==> config.mk <==
export PLATFORM = sky130hd
export DESIGN_NAME = memoria_responder_flat
export DESIGN_NICKNAME = d
export VERILOG_FILES = /design/src/rtl/memoria_responder_pkg.sv /design/src/rtl/memoria_responder_if.sv /design/src/rtl/memoria_responder_banco_memoria.sv /design/src/rtl/memoria_responder.sv /design/src/flat_wrapper.sv
export SDC_FILE = /design/constraint.sdc
export NUM_CORES = 1
export LEC_CHECK = 0
export ABC_AREA = 0
export BUFFER_PORTS_ARGS = -buffer_cell sky130_fd_sc_hd__buf_2
export CORE_UTILIZATION = 55
export CTS_BUF_LIST = sky130_fd_sc_hd__clkbuf_4 sky130_fd_sc_hd__clkbuf_8 sky130_fd_sc_hd__clkbuf_16
export CTS_CLUSTER_DIAMETER = 50
export DETAILED_ROUTE_END_ITERATION = 7
export PLACE_DENSITY = 0.75
export SETUP_SLACK_MARGIN = 0.2
export SYNTH_ARGS = -nofsm -noshare
export SYNTH_HDL_FRONTEND = slang
export SYNTH_SLANG_ARGS = --single-unit
==> constraint.sdc <==
create_clock -name clock -period 2.2 [get_ports clock]
set_clock_uncertainty 0.05 [all_clocks]
set_input_delay 0.22 -clock clock [delete_from_list [all_inputs] [get_ports clock]]
set_output_delay 0.22 -clock clock [all_outputs]
set_load 0.02 [all_outputs]
==> src/rtl/memoria_responder_pkg.sv <==
// rtl/memoria_responder_pkg.sv - shared widths, FSM states and bank codes for the memory responder
package memoria_responder_pkg;

  localparam int ADDR_W = 4;
  localparam int DATA_W = 8;
  localparam int DEPTH  = 2 ** ADDR_W;

  typedef enum logic {
    ST_RUN  = 1'b0,
    ST_LOAD = 1'b1
  } loaderState_t;

  localparam logic BANK_INSTR = 1'b0;
  localparam logic BANK_DATA  = 1'b1;

  typedef logic [ADDR_W-1:0] memAddr_t;
  typedef logic [DATA_W-1:0] memWord_t;

  // The byte accepted at this address closes the image.
  function automatic logic isLastAddr(input memAddr_t addr);
    return addr == ADDR_W'(DEPTH - 1);
  endfunction

endpackage

==> src/rtl/memoria_responder_if.sv <==
// rtl/memoria_responder_if.sv - CPU instruction/data buses plus host loader handshake
interface memoria_responder_if;
  import memoria_responder_pkg::*;

  memAddr_t instMemAddrBus;
  memWord_t instMemDataBus;
  memAddr_t dataMemAddrBus;
  memWord_t dataMemInDataBus;
  logic     dm_we;
  memWord_t dataMemOutDataBus;

  logic     load_start;
  logic     load_sel;
  logic     load_valid;
  memWord_t load_data;
  logic     load_ready;
  memAddr_t load_addr;
  logic     load_done;
  logic     cpu_hold;

  // master: CPU and host side; slave: the responder
  modport master (
    output instMemAddrBus, dataMemAddrBus, dataMemInDataBus, dm_we,
    output load_start, load_sel, load_valid, load_data,
    input  instMemDataBus, dataMemOutDataBus,
    input  load_ready, load_addr, load_done, cpu_hold
  );

  modport slave (
    input  instMemAddrBus, dataMemAddrBus, dataMemInDataBus, dm_we,
    input  load_start, load_sel, load_valid, load_data,
    output instMemDataBus, dataMemOutDataBus,
    output load_ready, load_addr, load_done, cpu_hold
  );

endinterface

==> src/rtl/memoria_responder_banco_memoria.sv <==
// rtl/memoria_responder_banco_memoria.sv - register-array bank, async read, sync write and clear
module banco_memoria
  import memoria_responder_pkg::*;
(
  input  logic     clock,
  input  logic     clear,
  input  logic     wrEn,
  input  memAddr_t wrAddr,
  input  memWord_t wrData,
  input  memAddr_t rdAddr,
  output memWord_t rdData
);

  memWord_t mem [DEPTH];

  // Clear beats a concurrent write so reset owns the bank for that edge.
  always_ff @(posedge clock) begin
    if (clear) begin
      for (int i = 0; i < DEPTH; i++) begin
        mem[i] <= '0;
      end
    end else if (wrEn) begin
      mem[wrAddr] <= wrData;
    end
  end

  assign rdData = mem[rdAddr];

endmodule

==> src/rtl/memoria_responder.sv <==
// rtl/memoria_responder.sv - instruction/data memory responder with host image loader and CPU hold
module memoria_responder
  import memoria_responder_pkg::*;
(
  input  logic                clock,
  input  logic                reset,
  memoria_responder_if.slave  bus
);

  loaderState_t state, nextState;
  memAddr_t     loadAddr, nextAddr;
  logic         loadDone, nextDone;

  logic         instWe, dataWe;
  memAddr_t     dataWrAddr;
  memWord_t     dataWrData;

  always_ff @(posedge clock) begin
    if (reset) begin
      state    <= ST_RUN;
      loadAddr <= '0;
      loadDone <= 1'b0;
    end else begin
      state    <= nextState;
      loadAddr <= nextAddr;
      loadDone <= nextDone;
    end
  end

  always_comb begin
    nextState  = state;
    nextAddr   = loadAddr;
    nextDone   = 1'b0;
    instWe     = 1'b0;
    dataWe     = 1'b0;
    dataWrAddr = bus.dataMemAddrBus;
    dataWrData = bus.dataMemInDataBus;

    case (state)
      ST_RUN: begin
        dataWe = bus.dm_we;
        if (bus.load_start) begin
          nextState = ST_LOAD;
          nextAddr  = '0;
        end
      end

      ST_LOAD: begin
        dataWrAddr = loadAddr;
        dataWrData = bus.load_data;
        // A restart discards whatever byte arrives alongside it.
        if (bus.load_start) begin
          nextAddr = '0;
        end else if (bus.load_valid) begin
          instWe   = (bus.load_sel == BANK_INSTR);
          dataWe   = (bus.load_sel == BANK_DATA);
          nextAddr = loadAddr + ADDR_W'(1);
          if (isLastAddr(loadAddr)) begin
            nextState = ST_RUN;
            nextDone  = 1'b1;
          end
        end
      end

      default: begin
        nextState = ST_RUN;
      end
    endcase
  end

  // Instruction bank survives reset, so reset only needs to mask its write.
  banco_memoria instBank (
    .clock  (clock),
    .clear  (1'b0),
    .wrEn   (instWe & ~reset),
    .wrAddr (loadAddr),
    .wrData (bus.load_data),
    .rdAddr (bus.instMemAddrBus),
    .rdData (bus.instMemDataBus)
  );

  banco_memoria dataBank (
    .clock  (clock),
    .clear  (reset),
    .wrEn   (dataWe),
    .wrAddr (dataWrAddr),
    .wrData (dataWrData),
    .rdAddr (bus.dataMemAddrBus),
    .rdData (bus.dataMemOutDataBus)
  );

  assign bus.cpu_hold   = (state == ST_LOAD);
  assign bus.load_ready = (state == ST_LOAD);
  assign bus.load_addr  = loadAddr;
  assign bus.load_done  = loadDone;

endmodule

==> src/flat_wrapper.sv <==
// flat-port wrapper written by rule: the top's interface ports become plain ports
module memoria_responder_flat import memoria_responder_pkg::*;
  (clock, reset, bus_instMemAddrBus, bus_dataMemAddrBus, bus_dataMemInDataBus, bus_dm_we, bus_load_start, bus_load_sel, bus_load_valid, bus_load_data, bus_instMemDataBus, bus_dataMemOutDataBus, bus_load_ready, bus_load_addr, bus_load_done, bus_cpu_hold);
  memoria_responder_if bus_i ();
  input  logic clock;
  input  logic reset;
  input wire logic [$bits(bus_i.instMemAddrBus)-1:0] bus_instMemAddrBus;
  input wire logic [$bits(bus_i.dataMemAddrBus)-1:0] bus_dataMemAddrBus;
  input wire logic [$bits(bus_i.dataMemInDataBus)-1:0] bus_dataMemInDataBus;
  input wire logic [$bits(bus_i.dm_we)-1:0] bus_dm_we;
  input wire logic [$bits(bus_i.load_start)-1:0] bus_load_start;
  input wire logic [$bits(bus_i.load_sel)-1:0] bus_load_sel;
  input wire logic [$bits(bus_i.load_valid)-1:0] bus_load_valid;
  input wire logic [$bits(bus_i.load_data)-1:0] bus_load_data;
  output wire logic [$bits(bus_i.instMemDataBus)-1:0] bus_instMemDataBus;
  output wire logic [$bits(bus_i.dataMemOutDataBus)-1:0] bus_dataMemOutDataBus;
  output wire logic [$bits(bus_i.load_ready)-1:0] bus_load_ready;
  output wire logic [$bits(bus_i.load_addr)-1:0] bus_load_addr;
  output wire logic [$bits(bus_i.load_done)-1:0] bus_load_done;
  output wire logic [$bits(bus_i.cpu_hold)-1:0] bus_cpu_hold;
  assign bus_i.instMemAddrBus = bus_instMemAddrBus;
  assign bus_i.dataMemAddrBus = bus_dataMemAddrBus;
  assign bus_i.dataMemInDataBus = bus_dataMemInDataBus;
  assign bus_i.dm_we = bus_dm_we;
  assign bus_i.load_start = bus_load_start;
  assign bus_i.load_sel = bus_load_sel;
  assign bus_i.load_valid = bus_load_valid;
  assign bus_i.load_data = bus_load_data;
  assign bus_instMemDataBus = bus_i.instMemDataBus;
  assign bus_dataMemOutDataBus = bus_i.dataMemOutDataBus;
  assign bus_load_ready = bus_i.load_ready;
  assign bus_load_addr = bus_i.load_addr;
  assign bus_load_done = bus_i.load_done;
  assign bus_cpu_hold = bus_i.cpu_hold;
  memoria_responder u_core (.clock(clock), .reset(reset), .bus(bus_i));
endmodule
==> flow_summary.json <==
{
  "die_y_um": 145,
  "drt_first_pass_iters": 5,
  "clock-sinks": 262,
  "r2r_setup_slack_ns": 0.27,
  "max_cap_violations": 0,
  "n_fill_cell": 1358,
  "synth.distinct_cells": 45,
  "outcome": "finished with violations",
  "synth_enable_flop_cells": 256,
  "synth_top_cells_by_area": "sky130_fd_sc_hd__edfxtp_1 (68%), sky130_fd_sc_hd__mux4_2 (11%), sky130_fd_sc_hd__nor2_1 (5.0%)",
  "post-synth-top-area-fraction": 0.681,
  "htree_levels": 1,
  "dominant_cell_type_by_area_after_synthesis": "sky130_fd_sc_hd__edfxtp_1",
  "numPortBuffers": 52,
  "netlist_instances": 679,
  "drt-total-wl_um": 25800,
  "synthSimpleGateAreaFrac": 0.105,
  "hp-start": "bus_load_data[6]",
  "ys_async_sr_fraction": 0,
  "share_comb_of_total_power": 0.083,
  "cts_buffers": 28,
  "drtAntennaViolNets": 0,
  "tritoncts": "yes",
  "overflow": 0,
  "synth_xor_xnor_area_share": 0.00233,
  "area_growth_from_synthesis_to_layout_pct": 18.8,
  "combinational_family_with_the_most_area_after_synthesis": "multiplexers",
  "min_period_over_period": 1.03,
  "grt_start_max_net_pins": 20,
  "grt_pass1_vias": 6711,
  "worst_hold_path.endpoint": "u_core.instBank.mem[0][6]",
  "dp.cells": 1013,
  "synth_area_per_cell_sq_um": 16.6,
  "final-seq-area_sq_um": 7810,
  "fin_worst_hold_slack_ns": 0.0495,
  "setup.worst_path.end_class": "output pin",
  "yosys-top-cells-count": "sky130_fd_sc_hd__edfxtp_1 (256), sky130_fd_sc_hd__nor2_1 (151), sky130_fd_sc_hd__mux4_2 (54)",
  "layout.nets": 814,
  "viasPerCell": 5.98,
  "clock_tree.buffer_depth": 3,
  "multiInputGateArea_sq_um": 3480,
  "path_clk_slew_ns": 0.06,
  "die_width_um": 145,
  "stdcell_area_sq_um": 13400,
  "detailedPlace.worstSlack_ns": -0.0287,
  "detailroute.wirelength.met3_um": 1940,
  "drive_above_1_share": 0.372,
  "crit_fanout": 1,
  "worst-slew-pin-transition_ns": 0.923,
  "final_cells": 1071,
  "detail_route.iter0.violations": 652,
  "synth.most_common_cell": "sky130_fd_sc_hd__edfxtp_1",
  "grt_pass1_wl_um": 39500,
  "floorplan.die_area_sq_um": 21100,
  "sequential_power_share": 0.511,
  "switchingPower_mw": 2.50,
  "period_minus_slack_ns": 2.26,
  "synthesized_cell_area_sq_um": 11300,
  "r2r_cells": 6,
  "postLayoutSetupSlackWorst_ns": -0.0617,
  "wl_met1_um": 9400,
  "maxSlewHeadroom": 0.383,
  "regToRegStartpoint": "u_core.bus.cpu_hold",
  "max_clock_freq_ghz": 0.442,
  "startpoint_type": "register",
  "ys.flop_type": "sky130_fd_sc_hd__edfxtp_1",
  "synth-compound-area-share": 0.0357,
  "internal_power_contribution_mw": 8.47,
  "tns_ns": -0.400,
  "clkLatencyLatePin_ns": 0.53,
  "antenna_found_initial": 0,
  "track_usage": 0.250,
  "route.detailed.wl_per_inst_um": 24.1,
  "detailroute.via_count": 6407,
  "top_layer": "met4",
  "cp_data_required_time_ns": 1.93,
  "hold_path_class": "primary input to register",
  "number_of_instances_on_the_worst_hold_path": 1,
  "peakVddDrop_mv": 0.597,
  "postPlaceCellArea_sq_um": 12200,
  "syn_nets": 713,
  "ioPinCount": 53,
  "cts_root_buf": "sky130_fd_sc_hd__clkbuf_16",
  "worstReg2RegEnd": "u_core.dataBank.mem[12][6]",
  "synth_seq_area_share": 0.692,
  "postSynthRegisterBits": 262,
  "gp_congestion": 0.880,
  "met2_routed_length_um": 13800,
  "p_clk_frac": 0.405,
  "path_class": "register to output pin",
  "rsz_0062_raised_after_global_routing": "true",
  "cp.arrival_ns": 1.99,
  "hold_viol": 0,
  "design.core.area_sq_um": 20200,
  "muxShareOfSynthArea": 0.137,
  "post_synth_fa_ha_maj_area_fraction": 0.00444,
  "power-per-cell-area_nw_per_um2": 818,
  "initial_utilization": 0.559,
  "violated_checks": "setup timing",
  "leakage_nw": 4.60,
  "dp_hpwl_um": 17600,
  "final-max-slew-violation-count": 0,
  "post-route-drc-count": 0,
  "antenna-diode-count": 0,
  "final_setup_violation_count": 10,
  "net_switching_fraction_of_the_power": 0.228,
  "rows": 52,
  "synth.yosys.warnings": 0
}
==> per-stage QoR <==
stage | total power [mW] | utilization
5_1_grt | 11.2 | 0.665
3_3_place_gp | 6.51 | 0.605
4_1_cts | 11.0 | 0.655
3_5_place_dp | 6.54 | 0.605
2_1_floorplan | 6.22 | -
6_report | 11.0 | 0.665
==> repair_timing <==
action                     in CTS  in global routing
pin swaps                      14                 11
buffers inserted                0                  5
hold buffers                    2                  0
setup endpoints to repair      24                132
hold endpoints to repair        2                  0
gates resized for setup        37                 28
==> power by group through the flow <==
stage	registers [mW]	clock network (mW)	logic, mW
floorplan	5.69	0	0.531
global placement	5.70	0	0.803
detailed placement	5.71	0	0.830
CTS	5.60	4.47	0.881
global route	5.61	4.68	0.964
finish	5.60	4.44	0.915
==> cells by family after synthesis <==
group                      Yosys count
DFF                                262
and+or+nand+nor                    235
adders and majority gates            4
xor gates and xnor gates             3
buffers and inverters               44
AOI/OAI and AO/OA                   52
muxes                               79
==> state kept, by name, summed over array words and instances (netlist names) <==
signal and count:
u_core.bus.cpu_hold 1, u_core.bus.load_addr 4, u_core.bus.load_done 1, u_core.dataBank.mem 128, u_core.instBank.mem 128
==> layer usage <==
metal | vias up | track usage
met1 | 3225 | 0.309
met3 | 44 | 0.0421
met4 | 0 | 0.0805
met2 | 315 | 0.448
met5 | - | 0
li1 | 2823 | -
==> final cells by class <==
type | count | area share
sequential | 262 | 0.583
multi-input combinational | 373 | 0.259
timing repair buffer | 111 | 0.0660
clock buffer | 33 | 0.0551
tap | 270 | 0.0252
clock inverter | 18 | 0.0107
inverter | 4 | 0.00112
==> worst max path at each step <==
stage                               startpoint                         to  depth (start not counted)  slack [ns]
CTS                  u_core.instBank.mem[3][6]      bus_instMemDataBus[6]                          4       -0.07
floorplan                  u_core.bus.cpu_hold  u_core.instBank.mem[3][0]                          6        0.22
global placement         bus_dataMemAddrBus[1]   bus_dataMemOutDataBus[1]                          6        0.03
global route        u_core.dataBank.mem[14][0]   bus_dataMemOutDataBus[0]                          4       -0.11
finish               u_core.dataBank.mem[2][4]   bus_dataMemOutDataBus[4]                          5       -0.06
detailed placement       bus_dataMemAddrBus[1]   bus_dataMemOutDataBus[1]                          6       -0.03
==> worst max-delay path, cell delays in order (launching register included) <==
cell and delay (ns):
sky130_fd_sc_hd__edfxtp_1 0.41, sky130_fd_sc_hd__mux4_2 0.46, sky130_fd_sc_hd__nor2b_1 0.15, sky130_fd_sc_hd__a211oi_2 0.16, sky130_fd_sc_hd__a21oi_1 0.07, sky130_fd_sc_hd__buf_4 0.18
==> cells in the final DEF, fill, tap and decap left out, types with 10 or more instances in the layout <==
cell and count:
sky130_fd_sc_hd__mux4_2 58, sky130_fd_sc_hd__buf_2 40, sky130_fd_sc_hd__nand2_1 19, sky130_fd_sc_hd__nor2_1 139, sky130_fd_sc_hd__nand3_4 10, sky130_fd_sc_hd__nand2b_2 13, sky130_fd_sc_hd__mux2i_1 16, sky130_fd_sc_hd__edfxtp_1 256
sky130_fd_sc_hd__clkbuf_16 28, sky130_fd_sc_hd__a22oi_2 12, sky130_fd_sc_hd__buf_4 51
No activity file was read; power rests on OpenSTA's default activity.
